File: src/rtl/ram_port_arbiter.sv
// ram_port_arbiter: round-robin IF/DM sharing of one RAM port with DM burst lock; ARB_TIMEOUT_EN adds an MOC timeout
module ram_port_arbiter #(
    parameter int AW             = 8,
    parameter int LOCK_MAX       = 16,
    parameter int TIMEOUT_CYCLES = 15
) (
    input  logic          clk,
    input  logic          clr,
    input  logic          if_req,
    input  logic [AW-1:0] if_addr,
    output logic          if_done,
    output logic [31:0]   if_rdata,
    output logic          if_err,
    input  logic          dm_req,
    input  logic          dm_rw,
    input  logic [1:0]    dm_size,
    input  logic [AW-1:0] dm_addr,
    input  logic [31:0]   dm_wdata,
    input  logic          dm_lock,
    output logic          dm_done,
    output logic [31:0]   dm_rdata,
    output logic          dm_err,
    output logic          ram_mfa,
    output logic          ram_rw,
    output logic [1:0]    ram_size,
    output logic [AW-1:0] ram_addr,
    output logic [31:0]   ram_wdata,
    input  logic [31:0]   ram_rdata,
    input  logic          ram_moc,
    output logic [1:0]    owner
);
    localparam int LW = $clog2(LOCK_MAX + 1);
    typedef enum logic [1:0] {IDLE, ACCESS, RESP} state_t;
    if (LOCK_MAX < 1 || TIMEOUT_CYCLES < 1) begin : g_bad_cfg
        $error("ram_port_arbiter: LOCK_MAX and TIMEOUT_CYCLES must be at least 1");
    end
    state_t        state_q, state_d;
    logic          last_dm_q, last_dm_d;
    logic [LW-1:0] lock_q, lock_d;
    logic [1:0]    owner_q, owner_d;
    logic [AW-1:0] addr_q, addr_d;
    logic [1:0]    size_q, size_d;
    logic          rw_q, rw_d;
    logic [31:0]   wdata_q, wdata_d;
    logic [31:0]   rdata_q, rdata_d;
    logic          err_q, err_d;
    logic          lock_win, grant_dm, grant_if, bad;
    logic [AW-1:0] g_addr;
    logic [1:0]    g_size;
    logic [31:0]   rd_fmt;
    logic [LW-1:0] lock_inc;
`ifdef ARB_TIMEOUT_EN
    localparam int TW = $clog2(TIMEOUT_CYCLES + 1);
    logic [TW-1:0] tcnt_q, tcnt_d;
    logic          tmo_q, tmo_d;
`endif
    always_comb begin
        state_d   = state_q;
        last_dm_d = last_dm_q;
        lock_d    = lock_q;
        owner_d   = owner_q;
        addr_d    = addr_q;
        size_d    = size_q;
        rw_d      = rw_q;
        wdata_d   = wdata_q;
        rdata_d   = rdata_q;
        err_d     = err_q;
`ifdef ARB_TIMEOUT_EN
        tcnt_d    = tcnt_q;
        tmo_d     = tmo_q;
`endif
        // an active burst lock beats a pending fetch until LOCK_MAX beats have run
        lock_win = lock_q != '0 && dm_req && lock_q < LW'(LOCK_MAX);
        grant_dm = dm_req && (lock_win || !if_req || !last_dm_q);
        grant_if = if_req && !grant_dm;
        g_addr   = grant_dm ? dm_addr : if_addr;
        g_size   = grant_dm ? dm_size : 2'b10;
        bad      = g_size == 2'b11 || (g_size == 2'b10 && g_addr[1:0] != 2'b00) ||
                   (g_size == 2'b01 && g_addr[0]);
        rd_fmt   = size_q == 2'b00 ? {24'b0, ram_rdata[7:0]} :
                   size_q == 2'b01 ? {16'b0, ram_rdata[15:0]} : ram_rdata;
        lock_inc = lock_q == LW'(LOCK_MAX) ? lock_q : lock_q + LW'(1);
        case (state_q)
            IDLE: begin
                if (grant_dm || grant_if) begin
                    state_d   = bad ? RESP : ACCESS;
                    owner_d   = grant_dm ? 2'b10 : 2'b01;
                    last_dm_d = grant_dm;
                    addr_d    = g_addr;
                    size_d    = g_size;
                    rw_d      = grant_dm ? dm_rw : 1'b1;
                    wdata_d   = grant_dm ? dm_wdata : '0;
                    rdata_d   = '0;
                    err_d     = bad;
                    lock_d    = grant_if ? '0 : lock_q;
`ifdef ARB_TIMEOUT_EN
                    tcnt_d    = '0;
                    tmo_d     = 1'b0;
`endif
                end
            end
            ACCESS: begin
                if (ram_moc) begin
                    state_d = RESP;
                    rdata_d = rw_q ? rd_fmt : '0;
                end
`ifdef ARB_TIMEOUT_EN
                else if (tcnt_q == TW'(TIMEOUT_CYCLES - 1)) begin
                    state_d = RESP;
                    err_d   = 1'b1;
                    tmo_d   = 1'b1;
                    lock_d  = '0;
                end else begin
                    tcnt_d = tcnt_q + TW'(1);
                end
`endif
            end
            default: begin
                state_d = IDLE;
                owner_d = '0;
`ifdef ARB_TIMEOUT_EN
                if (owner_q == 2'b10) lock_d = (dm_lock && !tmo_q) ? lock_inc : '0;
`else
                if (owner_q == 2'b10) lock_d = dm_lock ? lock_inc : '0;
`endif
            end
        endcase
    end
    always_ff @(posedge clk or negedge clr) begin
        if (!clr) begin
            state_q   <= IDLE;
            last_dm_q <= 1'b0;
            lock_q    <= '0;
            owner_q   <= '0;
            addr_q    <= '0;
            size_q    <= '0;
            rw_q      <= 1'b0;
            wdata_q   <= '0;
            rdata_q   <= '0;
            err_q     <= 1'b0;
        end else begin
            state_q   <= state_d;
            last_dm_q <= last_dm_d;
            lock_q    <= lock_d;
            owner_q   <= owner_d;
            addr_q    <= addr_d;
            size_q    <= size_d;
            rw_q      <= rw_d;
            wdata_q   <= wdata_d;
            rdata_q   <= rdata_d;
            err_q     <= err_d;
        end
    end
`ifdef ARB_TIMEOUT_EN
    always_ff @(posedge clk or negedge clr) begin
        if (!clr) begin
            tcnt_q <= '0;
            tmo_q  <= 1'b0;
        end else begin
            tcnt_q <= tcnt_d;
            tmo_q  <= tmo_d;
        end
    end
`endif
    assign ram_mfa   = state_q == ACCESS;
    assign ram_rw    = ram_mfa & rw_q;
    assign ram_size  = ram_mfa ? size_q : '0;
    assign ram_addr  = ram_mfa ? addr_q : '0;
    assign ram_wdata = ram_mfa ? wdata_q : '0;
    assign if_done   = state_q == RESP && owner_q == 2'b01;
    assign dm_done   = state_q == RESP && owner_q == 2'b10;
    assign if_rdata  = if_done ? rdata_q : '0;
    assign dm_rdata  = dm_done ? rdata_q : '0;
    assign if_err    = if_done & err_q;
    assign dm_err    = dm_done & err_q;
    assign owner     = owner_q;
endmodule
File: config.mk
export PLATFORM = sky130hd
export DESIGN_NAME = ram_port_arbiter
export DESIGN_NICKNAME = d
export VERILOG_FILES = /design/src/rtl/ram_port_arbiter.sv
export SDC_FILE = /design/constraint.sdc
export NUM_CORES = 1
export LEC_CHECK = 0
export ABC_CLOCK_PERIOD_IN_PS = 3300
export BUFFER_PORTS_ARGS = -buffer_cell sky130_fd_sc_hd__buf_2
export CORE_ASPECT_RATIO = 2
export CORE_MARGIN = 4
export CORE_UTILIZATION = 25
export CTS_CLUSTER_SIZE = 30
export DETAILED_ROUTE_END_ITERATION = 10
export PLACE_DENSITY_LB_ADDON = 0.3
export SYNTH_ARGS = -nofsm -noshare
export SYNTH_HDL_FRONTEND = slang
export SYNTH_SLANG_ARGS = --single-unit
File: constraint.sdc
create_clock -name clk -period 3.3 [get_ports clk]
set_input_delay 0.165 -clock clk [delete_from_list [all_inputs] [get_ports clk]]
set_output_delay 0.165 -clock clk [all_outputs]
set_load 0.005 [all_outputs]
**After elaboration in Yosys (flattened, before gate mapping)**

Cells that the tools add are included.

- Add/subtract/negate cells: 1
- Magnitude comparators: 1
- Equality and inequality tests: 13
- Mux-type cells: 28
- Bitwise operators: 4
- Reduce and logical (&&, ||, !) cells: 27

Operator list:

| kind | count |
|---|---|
| two-way mux 32 bit | 9 |
| case mux 32 bit (2 select lines) | 1 |
| two-way mux 5 bit | 5 |
| two-way mux 8 bit | 2 |
| two-way mux 2 bit | 7 |
| case mux 5 bit (2 select lines) | 1 |
| == test 2 x 1 -> 1 bit, second input constant | 4 |
| == test 2 bit, second input constant | 4 |
| logical AND 1 bit | 8 |
| case mux 2 bit (2 select lines) | 2 |
| AND reduction 2 bit | 3 |
| nonzero test 2 bit | 3 |
| adder 5 x 1 -> 5 bit, second input constant | 1 |
| == test 5 bit, second input constant | 1 |
| logical OR 1 bit | 5 |
| < comparator 5 bit, second input constant | 1 |
| AND reduction 5 bit | 1 |
| nonzero test 5 bit | 1 |
| zero test 2 bit | 2 |
| inequality test 2 bit, second input constant | 2 |
| bitwise AND 1 bit | 3 |
| zero test 1 bit | 3 |
| inequality test 3 x 2 -> 1 bit, second input constant | 1 |
| AND reduction 3 bit | 1 |
| 3 further kinds | 3 |

- Register bits: 86
- Bits of input ports: 89
- Output and inout bits: 114
- Word-level logic and storage cells: 84

**Logic depth before layout (Yosys ltp)**

Gate-level depths: netlist (run 1).

- Word-level depth: 14
- Gate-level depth with buffers: 8
- Depth with buffers taken out: 6

**Worst setup path before layout (run 1)**

No wires, ideal clock.

- Path kind: register to register
- Start: reg lock_q[0]
- End: reg lock_q[0]
- Library setup time: 0.125 ns
- Arrival: 1.963 ns
- Data required time: 3.175 ns
- Slack: 1.212 ns
- Stages on the path, launching flop included: 7
- Path buffers: 0
- Period minus slack after synthesis: 2.088 ns
- Cells stage by stage: dfrtp_1 inv_1 ha_1 or3b_1 a2111o_1 a21oi_4 mux2_2

- Word-level cells in the longest chain between the ends: 11
- Elaborated cells on any way between the ends: 20
- Classes of those cells: add/sub (1); order compare (1); eq/ne (4); mux (4); reduce/logical (10)

Ends and longest elaborated chain:

| element | line | RTL |
|---|---|---|
| start, declared | 39 | `logic [LW-1:0] lock_q, lock_d;` |
| start signal, assigned | 144 | `lock_q <= lock_d;` |
| branches (longest 11 deep; another with < comparator 5 bit) | - |  |

Parallel ways; which one is timed is not known. The select of a mux whose other input is x is not followed.
A chain may end at the register's enable or synchronous reset.

**Worst setup path after layout (run 1)**

Ends and elaborated chain as after synthesis.

==> results of run 1 <==
[cell type report]
cell class                 instances  area, um2
timing repair buffer             211       1080
multi-input combinational        280       1890
fill                            1726      10600
tap                              204        255
clock buffer                       9        225
sequential                        86       2150
clock inverter                     7       68.8
inverter                           9       33.8
[metal layers]
metal  vias up  global-route usage
met5         -                   0
li1       1778                   -
met4         0              0.0542
met1      1735               0.135
met2       153               0.241
met3        18              0.0296
[worst register-to-register path, delay by kind of cell, from the launching register on]
family / cells / cell delay, ns
buf+inv: 1 / 0.07
mux: 1 / 0.36
simple gates: 1 / 0.40
flops: 1 / 0.42
compound gates: 2 / 0.74
fa+ha+maj: 1 / 0.13
[repair_timing]
item,CTS,global route
gates resized for setup,0,0
endpoints found under the hold margin,48,0
hold buffers,1,0
[layout by cell type, fill, tap and decap left out, types with 3 or more instances in the layout]
cell       Yosys  routed
a21o_1         3       3
nand3_1        5       5
buf_4          0       9
mux2i_1       10      10
dfrtp_1       86      86
o21ai_0       21      21
clkbuf_16      0       9
nor2b_1        4       3
nor2_1         7       6
a22o_1        56      56
inv_6          0       3
buf_2          4     201
nand2_1       35      35
inv_1          8       8
inv_8          0       3
and2_1       108     108
[cells by family after synthesis]
group                      Yosys count  share of synthesized area
adders and majority gates            2                    0.00598
DFF                                 86                      0.515
and+or+nand+nor                    172                      0.234
AOI/OAI and AO/OA                   94                      0.179
buffers and inverters               38                     0.0371
muxes                               12                     0.0293
[per-stage QoR]
step,setup slack [ns],hold WS [ns],cell area (um2),util
2_1_floorplan,1.21,-0.131,4180,-
3_3_place_gp,1.13,0.357,5410,0.331
3_5_place_dp,1.08,0.370,5410,0.331
4_1_cts,1.07,0.00171,5710,0.349
5_1_grt,0.901,0.0119,5710,0.349
6_report,1.07,0.0201,5710,0.349
[flip-flops by register name, summed over array words and instances, names as in the netlist]
name       count
wdata_q       32
lock_q         5
state_q        2
rw_q           1
size_q         2
addr_q         8
owner          2
err_q          1
last_dm_q      1
rdata_q       32
[synthesized netlist by cell type, drive strengths merged (2+ instances only)]
master / count / share of area
and2: 108 / 0.16
dfrtp: 86 / 0.51
a22o: 56 / 0.12
nand2: 35 / 0.031
clkbuf: 24 / 0.022
o21ai: 21 / 0.025
mux2i: 10 / 0.024
inv: 8 / 0.0072
nor2: 7 / 0.0063
buf: 5 / 0.0075
nand3: 5 / 0.0060
nor2b: 4 / 0.0060
nor3: 4 / 0.0072
a21o: 3 / 0.0054
a211o: 2 / 0.0042
ha: 2 / 0.0060
mux2: 2 / 0.0054
nor4b: 2 / 0.0042
o2bb2ai: 2 / 0.0042
or2: 2 / 0.0030
[power breakdown]
group	total (mW)	switching, mW	internal (mW)
registers	1.60	0.214	1.39
logic	1.32	0.757	0.565
clock network	1.01	0.471	0.536
total	3.93	1.44	2.49
[final timing paths]
kind	from	slack, ns	to
max	lock_q[0]	1.07	lock_q[0]
min	ram_moc	0.02	state_q[0]
max reg2reg	lock_q[0]	1.07	lock_q[0]
min reg2reg	addr_q[3]	0.47	addr_q[3]
max in group asynchronous	clr	2.03	wdata_q[6]
min in group asynchronous	clr	0.51	rdata_q[29]
==> flow_metrics.py, run 1 <==
metrics = {
    "status": {
        "status": "finished, final reports clean",
    },
    "route": {
        "wl_met3_um": 921,
        "wl_mm": 12.2,
        "num_vias": 3684,
        "wl_met1_mm": 4.43,
        "dr_wl_met2_mm": 6.59,
        "drt_iter0_drc": 88,
        "drc_errors": 0,
        "drt-vias-per-instance": 4.57,
        "top_layer": "met4",
        "ant_nets": 0,
        "dr.pass1.iters": 4,
        "wl_per_cell_um": 15.1,
    },
    "layout": {
        "final_cells": 806,
        "drive_above_1_share": 0.395,
        "area_growth_pct": 36.6,
        "diodes": 0,
        "nets": 688,
    },
    "floorplanning": {
        "rows": 66,
        "dieArea_um2": 19000,
        "io_pins": 203,
        "start_util": 0.256,
        "die_h_um": 191,
        "core_um2": 16400,
        "die_x_um": 99.5,
    },
    "synthesis": {
        "synth_seq_cells": 86,
        "yosysWarnings": 0,
        "synthFlopType": "dfrtp_1",
        "yosysSeqAreaShare": 0.515,
        "synth_cell_types": 39,
        "async_flop_share": 1.00,
        "synth_nets": 495,
        "syn_area_um2": 4180,
        "synth-edff-count": 0,
        "syn_inst": 404,
        "syn_avg_cell_area_um2": 10.4,
    },
    "pwr": {
        "p_leak_nw": 3.11,
        "power_mw": 3.93,
        "p_per_area_nw_per_um2": 688,
        "peakVddDrop_uv": 379,
    },
    "worst_setup_path": {
        "arrival_ns": 2.47,
        "criticalPathCategory": "reg2reg",
        "cp-end-kind": "flip-flop",
        "slowest_delay_ns": 0.50,
        "critPathLaunchType": "flip-flop",
        "critPathTopFamily": "compound AO/OA/AOI/OAI gates",
        "worstRegToRegCells": 6,
        "crit_slowest_cell": "a2111o_1",
        "worstPathRequired_ns": 3.54,
        "cp.depth": 6,
        "cp_cell_sequence": "inv_1, ha_1, or3b_1, a2111o_1, a21oi_4, mux2_2",
        "crit_fanout": 6,
        "cp.buffers_inverters": 1,
    },
    "clock_tree": {
        "cts_setup_buffers": 0,
        "clk_pin_slew_ns": 0.08,
        "cts_num_sinks": 86,
        "root_buffer": "clkbuf_16",
        "cts_made_buffers": 9,
        "htree_num_levels": 3,
        "cts_buffer_depth": 2,
        "insertion_delay_ns": 0.35,
        "cts_tree": "done",
    },
    "global_route": {
        "grt_use_total": 0.129,
        "antenna_found_initial": 1,
        "grt_pass1_vias": 3893,
        "grt_max_degree": 73,
        "globalRoute.totalOverflow": 0,
        "grt_pass1_wl_mm": 19.6,
    },
    "sta": {
        "setup-tns-final_ns": 0,
        "fin_skew_ns": 0.0152,
        "fmax_mhz": 449,
        "rsz0062_at_grt": "no",
        "drv_slew": 0,
        "min_period_over_period": 0.675,
        "tightest_slew_ns": 0.942,
        "hold_violations": 0,
        "setup-violations-final": 0,
        "max_slew_margin": 0.372,
        "period_needed_ns": 2.23,
    },
    "place": {
        "io_buffers": 202,
        "hpwlAfterDp_mm": 9.42,
        "dp_cells": 789,
        "globalplace.congestion": 0.756,
    },
    "min_path": {
        "min_path_cells": 2,
        "hold_path_class": "in2reg",
    },
    "job": {
        "cap_violations": 0,
    },
}
(Power assumes the default switching activity.)
==> run 2, diff against run 1 <==
--- a/config.mk
+++ b/config.mk
@@ -5,7 +5,8 @@
 export SDC_FILE = /design/constraint.sdc
 export NUM_CORES = 1
 export LEC_CHECK = 0
-export ABC_CLOCK_PERIOD_IN_PS = 3300
+export ABC_AREA = 1
+export ABC_CLOCK_PERIOD_IN_PS = 1800
 export BUFFER_PORTS_ARGS = -buffer_cell sky130_fd_sc_hd__buf_2
 export CORE_ASPECT_RATIO = 2
 export CORE_MARGIN = 4
==> constraint.sdc (replaced) <==
create_clock -name clk -period 1.8 [get_ports clk]
set_input_delay 0.09 -clock clk [delete_from_list [all_inputs] [get_ports clk]]
set_output_delay 0.09 -clock clk [all_outputs]
set_load 0.005 [all_outputs]
==> run 2 against run 1 <==
Clock skew decreased by 0.0094 ns. Wire length grew 14%. Via count increased by 21%. Critical path type is now reg2out.
==> flow_metrics.py, run 2 <==
metrics = {
    "sta": {
        "fin_ws_ns": 0.121,
        "fin_skew_ns": 0.00582,
        "period_needed_ns": 1.68,
        "fmax_mhz": 596,
        "drv_slew": 0,
        "setup-violations-final": 0,
        "setup-tns-final_ns": 0,
        "tightest_slew_ns": 0.537,
        "max_slew_margin": 0.642,
        "min_period_over_period": 0.933,
        "rsz0062_at_grt": "no",
        "worst_hold_slack_ns": 0.00368,
        "hold_violations": 0,
    },
    "pwr": {
        "pwr-share-seq": 0.368,
        "p_sw_mw": 2.98,
        "p_leak_nw": 3.33,
        "p_clk_frac": 0.249,
        "comb_power_share": 0.383,
        "p_int_mw": 4.74,
        "p_per_area_nw_per_um2": 1190,
        "swShare": 0.386,
        "power_mw": 7.71,
        "peakVddDrop_uv": 522,
    },
    "worst_setup_path": {
        "critPathLaunch": "state_q[0]",
        "cp_cell_sequence": "inv_1, nor2_4, inv_4, buf_6, nor2_1, buf_2",
        "crit_fanout": 28,
        "r2r_slack_ns": 0.22,
        "critPathTopFamily": "buffers and inverters",
        "arrival_ns": 1.59,
        "cp-end-kind": "output port",
        "rr_startpoint": "lock_q[0]",
        "slowest_delay_ns": 0.42,
        "critPathLaunchType": "flip-flop",
        "crit_slowest_cell": "dfrtp_1",
        "worstPathRequired_ns": 1.71,
        "cp.buffers_inverters": 4,
        "criticalPathCategory": "reg2out",
    },
    "synthesis": {
        "synth_seq_cells": 86,
        "syn_avg_cell_area_um2": 7.72,
        "synth_top_area_frac": 0.505,
        "synth-edff-count": 0,
        "synthFlopType": "dfrtp_1",
        "syn_inst": 552,
        "yosysWarnings": 0,
        "synth_nets": 643,
        "async_flop_share": 1.00,
        "synth.most_common_cell": "nor2_1",
        "yosysSeqAreaShare": 0.505,
        "synthTopCellsByCount": "nor2_1, inv_1, dfrtp_1, nand3_1, o21ai_0",
        "synth_cell_types": 25,
        "synth_largest_area_cell": "dfrtp_1",
        "syn_area_um2": 4260,
        "synth.area.top_cells": "dfrtp_1, nor2_1, nand3_1, inv_1, o21ai_0",
    },
    "layout": {
        "diodes": 0,
        "drive_above_1_share": 0.307,
        "reg_top3": "rdata_q x32, wdata_q x32, addr_q x8",
        "design_area_um2": 6470,
        "utilization": 0.386,
        "area_growth_pct": 51.8,
        "final_cell_mix": "buf_2, nor2_1, inv_1, dfrtp_1, nand3_1",
        "nets": 903,
        "layout_commonest_cell": "buf_2",
        "final_cells": 1024,
    },
    "global_route": {
        "grt_use_total": 0.140,
        "antenna_found_initial": 1,
        "grt_pass1_vias": 4376,
        "globalRoute.totalOverflow": 0,
        "grt_max_degree": 54,
        "grt_pass1_wl_mm": 21.2,
    },
    "min_path": {
        "hold_path_class": "in2reg",
        "hp-start": "ram_rdata[9]",
    },
    "clock_tree": {
        "clk_pin_slew_ns": 0.07,
        "insertion_delay_ns": 0.34,
        "cts_made_buffers": 9,
        "root_buffer": "clkbuf_16",
        "htree_num_levels": 3,
        "cts_tree": "done",
        "cts_num_sinks": 86,
        "cts_buffer_depth": 2,
    },
    "route": {
        "dr.pass1.iters": 5,
        "wl_mm": 13.8,
        "drt-vias-per-instance": 4.37,
        "num_vias": 4472,
        "drc_errors": 0,
        "ant_nets": 0,
        "drt_iter0_drc": 102,
        "wl_per_cell_um": 13.5,
    },
    "floorplanning": {
        "core_um2": 16800,
        "start_util": 0.254,
        "rows": 67,
        "die_h_um": 193,
        "io_pins": 203,
        "dieArea_um2": 19300,
        "die_x_um": 100,
    },
    "place": {
        "placed_cell_area_um2": 5530,
        "io_buffers": 202,
        "globalplace.congestion": 0.799,
        "dp_cells": 945,
        "preCtsSetupSlack_ns": 0.178,
        "hpwlAfterDp_mm": 10.1,
    },
    "status": {
        "status": "finished, final reports clean",
    },
    "job": {
        "cap_violations": 0,
    },
}
[run 2: changes by cell type after synthesis, sizes merged, moves of 3 or more]
cell and delta:
nand3 +66, a21o -3, nor2b -4, o21ai +62, a22o -56, nand2 +5, and2 -108, clkbuf -10
nor2 +118, o22ai +5, nor3 -3, inv +89, mux2i -10, buf +13
[run 2: kinds of logic after synthesis]
kind of cell,share of synthesized area
AND/OR/NAND/NOR,0.243
XOR/XNOR,0.00411
adder cells (fa/ha/maj),0.00587
AO/OA/AOI/OAI,0.114
flip-flops,0.505
buffers and inverters,0.129
[run 2: area by class of cell]
type / instances / area, um2
fillers: 1776 / 10300
flip-flops and latches: 86 / 2150
repair buffers: 281 / 1830
multi-input cells: 337 / 1570
inverters: 97 / 367
well taps: 207 / 259
clock buffers: 9 / 225
clock inverters: 7 / 72.6
[run 2: worst min-delay path: cells and delay by family]
kind / cells / cell delay (ns)
buffers and inverters: 1 / 0.08
AO/OA/AOI/OAI: 1 / 0.08
AND/OR/NAND/NOR: 1 / 0.06
[run 2: final timing paths]
check | end | depth (start not counted)
max reg2reg | state_q[1] | 12
min in group asynchronous | rdata_q[10] | 2
max in group asynchronous | state_q[1] | 3
max | ram_wdata[20] | 6
min | rdata_q[9] | 3
min reg2reg | err_q | 2
[run 2: per-layer routing]
layer / global-route usage / wire, um / part of all wire / vias up
li1: - / - / - / 2236
met1: 0.140 / 5220 / 0.38 / 2053
met2: 0.265 / 7440 / 0.54 / 161
met3: 0.0347 / 886 / 0.064 / 20
met4: 0.0592 / 267 / 0.019 / 2
met5: 0 / 13 / 0.00094 / -
[run 2: power groups by stage]
stage | combinational, mW | clock [mW] | sequential (mW)
detailed placement | 2.86 | 0 | 2.87
finish | 2.96 | 1.92 | 2.84
CTS | 2.99 | 2.00 | 2.84
global placement | 2.84 | 0 | 2.85
floorplan | 1.99 | 0 | 2.83
global route | 3.38 | 2.07 | 2.90
[run 2: what timing repair did]
action	in CTS	in global routing
pin swaps	0	1
resized for setup	2	3
buffers inserted	0	1
cloned	0	0
endpoints found under the hold margin	97	0
hold buffers	62	0
endpoints found under the setup margin	28	16
==> run 3, diff against run 2 <==
--- a/config.mk
+++ b/config.mk
@@ -6,9 +6,8 @@
 export NUM_CORES = 1
 export LEC_CHECK = 0
 export ABC_AREA = 1
-export ABC_CLOCK_PERIOD_IN_PS = 1800
+export ABC_CLOCK_PERIOD_IN_PS = 2000
 export BUFFER_PORTS_ARGS = -buffer_cell sky130_fd_sc_hd__buf_2
-export CORE_ASPECT_RATIO = 2
 export CORE_MARGIN = 4
 export CORE_UTILIZATION = 25
 export CTS_CLUSTER_SIZE = 30
==> constraint.sdc (replaced) <==
create_clock -name clk -period 2 [get_ports clk]
set_input_delay 0.1 -clock clk [delete_from_list [all_inputs] [get_ports clk]]
set_output_delay 0.1 -clock clk [all_outputs]
set_load 0.005 [all_outputs]
==> run 3 against run 2 <==
Core utilization decreased by 0.88 points. Critical endpoint is now if_rdata[15]. Die area is 0.66% lower. Largest cell class unchanged. Critical path type unchanged. Non-clock buffer count decreased by 23. Power down 12%.
==> flow_metrics.py, run 3 (synthesized netlist as in run 2, its figures left out) <==
metrics = {
    "pwr": {
        "p_leak_nw": 3.23,
        "p_per_area_nw_per_um2": 1080,
        "peakVddDrop_uv": 470,
    },
    "worst_setup_path": {
        "cp-end-kind": "output port",
        "worstPathRequired_ns": 1.90,
        "r2r_slack_ns": 0.26,
        "critPathLaunch": "state_q[1]",
        "reg2reg_to": "addr_q[6]",
        "arrival_ns": 1.65,
        "critPathLaunchType": "flip-flop",
        "worstRegToRegCells": 10,
        "crit_fanout": 34,
        "rr_startpoint": "lock_q[0]",
        "cp-endpoint": "if_rdata[15]",
        "criticalPathCategory": "reg2out",
    },
    "place": {
        "hpwlAfterDp_mm": 9.50,
        "io_buffers": 202,
        "preCtsSetupSlack_ns": 0.180,
        "globalplace.congestion": 0.872,
        "placed_cell_area_um2": 5540,
        "dp_cells": 953,
    },
    "global_route": {
        "globalRoute.totalOverflow": 0,
        "grt_pass1_vias": 4370,
        "grt_max_degree": 79,
        "grt_pass1_wl_mm": 21.8,
        "grt_use_total": 0.140,
        "antenna_found_initial": 1,
    },
    "route": {
        "wl_met3_mm": 1.16,
        "wl_per_cell_um": 13.2,
        "drt_iter0_drc": 150,
        "drc_errors": 0,
        "top_layer": "met5",
        "ant_nets": 0,
        "drt-vias-per-instance": 4.23,
        "dr_wl_met2_mm": 5.79,
        "wl_met1_mm": 6.08,
        "wl_mm": 13.4,
        "num_vias": 4293,
        "dr.pass1.iters": 4,
    },
    "min_path": {
        "hp-start": "ram_rdata[21]",
        "hold_path_class": "in2reg",
    },
    "sta": {
        "setup-tns-final_ns": 0,
        "min_period_over_period": 0.877,
        "fin_ws_ns": 0.245,
        "fmax_mhz": 570,
        "hold_violations": 0,
        "setup-violations-final": 0,
        "rsz0062_at_grt": "no",
        "worst_hold_slack_ns": 0.0131,
        "fin_skew_ns": 0.00734,
        "drv_slew": 0,
        "period_needed_ns": 1.75,
        "tightest_slew_ns": 0.383,
        "max_slew_margin": 0.745,
    },
    "status": {
        "status": "finished, final reports clean",
    },
    "layout": {
        "diodes": 0,
        "area_growth_pct": 47.3,
        "seq_area_um2": 2150,
        "fill_cells": 1751,
        "design_area_um2": 6280,
        "layout_commonest_cell": "buf_2",
        "drive_above_1_share": 0.306,
        "multi_input_area_um2": 1570,
        "final_cell_mix": "buf_2, nor2_1, inv_1, dfrtp_1, nand3_1",
        "nets": 880,
        "reg_top3": "rdata_q x32, wdata_q x32, addr_q x8",
        "final_cells": 1014,
    },
    "floorplanning": {
        "dieArea_um2": 19200,
        "die_x_um": 139,
        "core_um2": 16600,
        "io_pins": 203,
        "start_util": 0.256,
        "die_h_um": 139,
        "rows": 47,
    },
    "clock_tree": {
        "insertion_delay_ns": 0.34,
        "htree_num_levels": 3,
        "clk_pin_slew_ns": 0.06,
        "root_buffer": "clkbuf_16",
        "cts_made_buffers": 9,
        "cts_tree": "done",
        "cts_buffer_depth": 2,
        "cts_num_sinks": 86,
    },
    "job": {
        "cap_violations": 0,
    },
}
[run 3: cell type report]
| type | count | share of cell area |
|---|---|---|
| clock inverters | 5 | 0.00538 |
| multi-input cells | 337 | 0.250 |
| inverters | 97 | 0.0580 |
| clock buffers | 11 | 0.0402 |
| repair buffers | 258 | 0.260 |
| well taps | 220 | 0.0438 |
| flip-flops and latches | 86 | 0.343 |
[run 3: worst min-delay path by stage]
stage,endpoint,cells after the start
finish,rdata_q[21],3
global route,rdata_q[6],3
CTS,rdata_q[27],3
detailed placement,rdata_q[3],1
global placement,rdata_q[3],1
floorplan,addr_q[0],0
[run 3: repair_timing]
item,4_1_cts,5_1_grt
hold buffers,45,0
setup endpoints to repair,0,5
endpoints found under the hold margin,69,0
setup buffers,0,0
gates resized for setup,0,1
[run 3: metal layers]
metal  vias up  global-route usage
met5         -                   0
met4         2              0.0541
met3        22              0.0452
met2       176               0.225
met1      1898               0.175
li1       2195                   -
[run 3: stage by stage]
stage / power [mW] / util
3_3_place_gp: 5.12 / 0.333
3_5_place_dp: 5.17 / 0.333
6_report: 6.77 / 0.377
5_1_grt: 7.38 / 0.377
4_1_cts: 6.91 / 0.377
2_1_floorplan: 4.33 / -
[run 3: where the power goes]
group	total [mW]	switching, mW	internal (mW)
clock	1.61	0.699	0.907
sequential	2.57	0.226	2.34
combinational	2.60	1.69	0.906
total	6.77	2.62	4.16
[run 3: worst max-delay path, stage by stage, from the launching register on]
cell	delay [ns]
dfrtp_1	0.45
inv_1	0.08
nor2_1	0.13
nand3_1	0.13
buf_12	0.19
nor2_1	0.19
buf_2	0.15
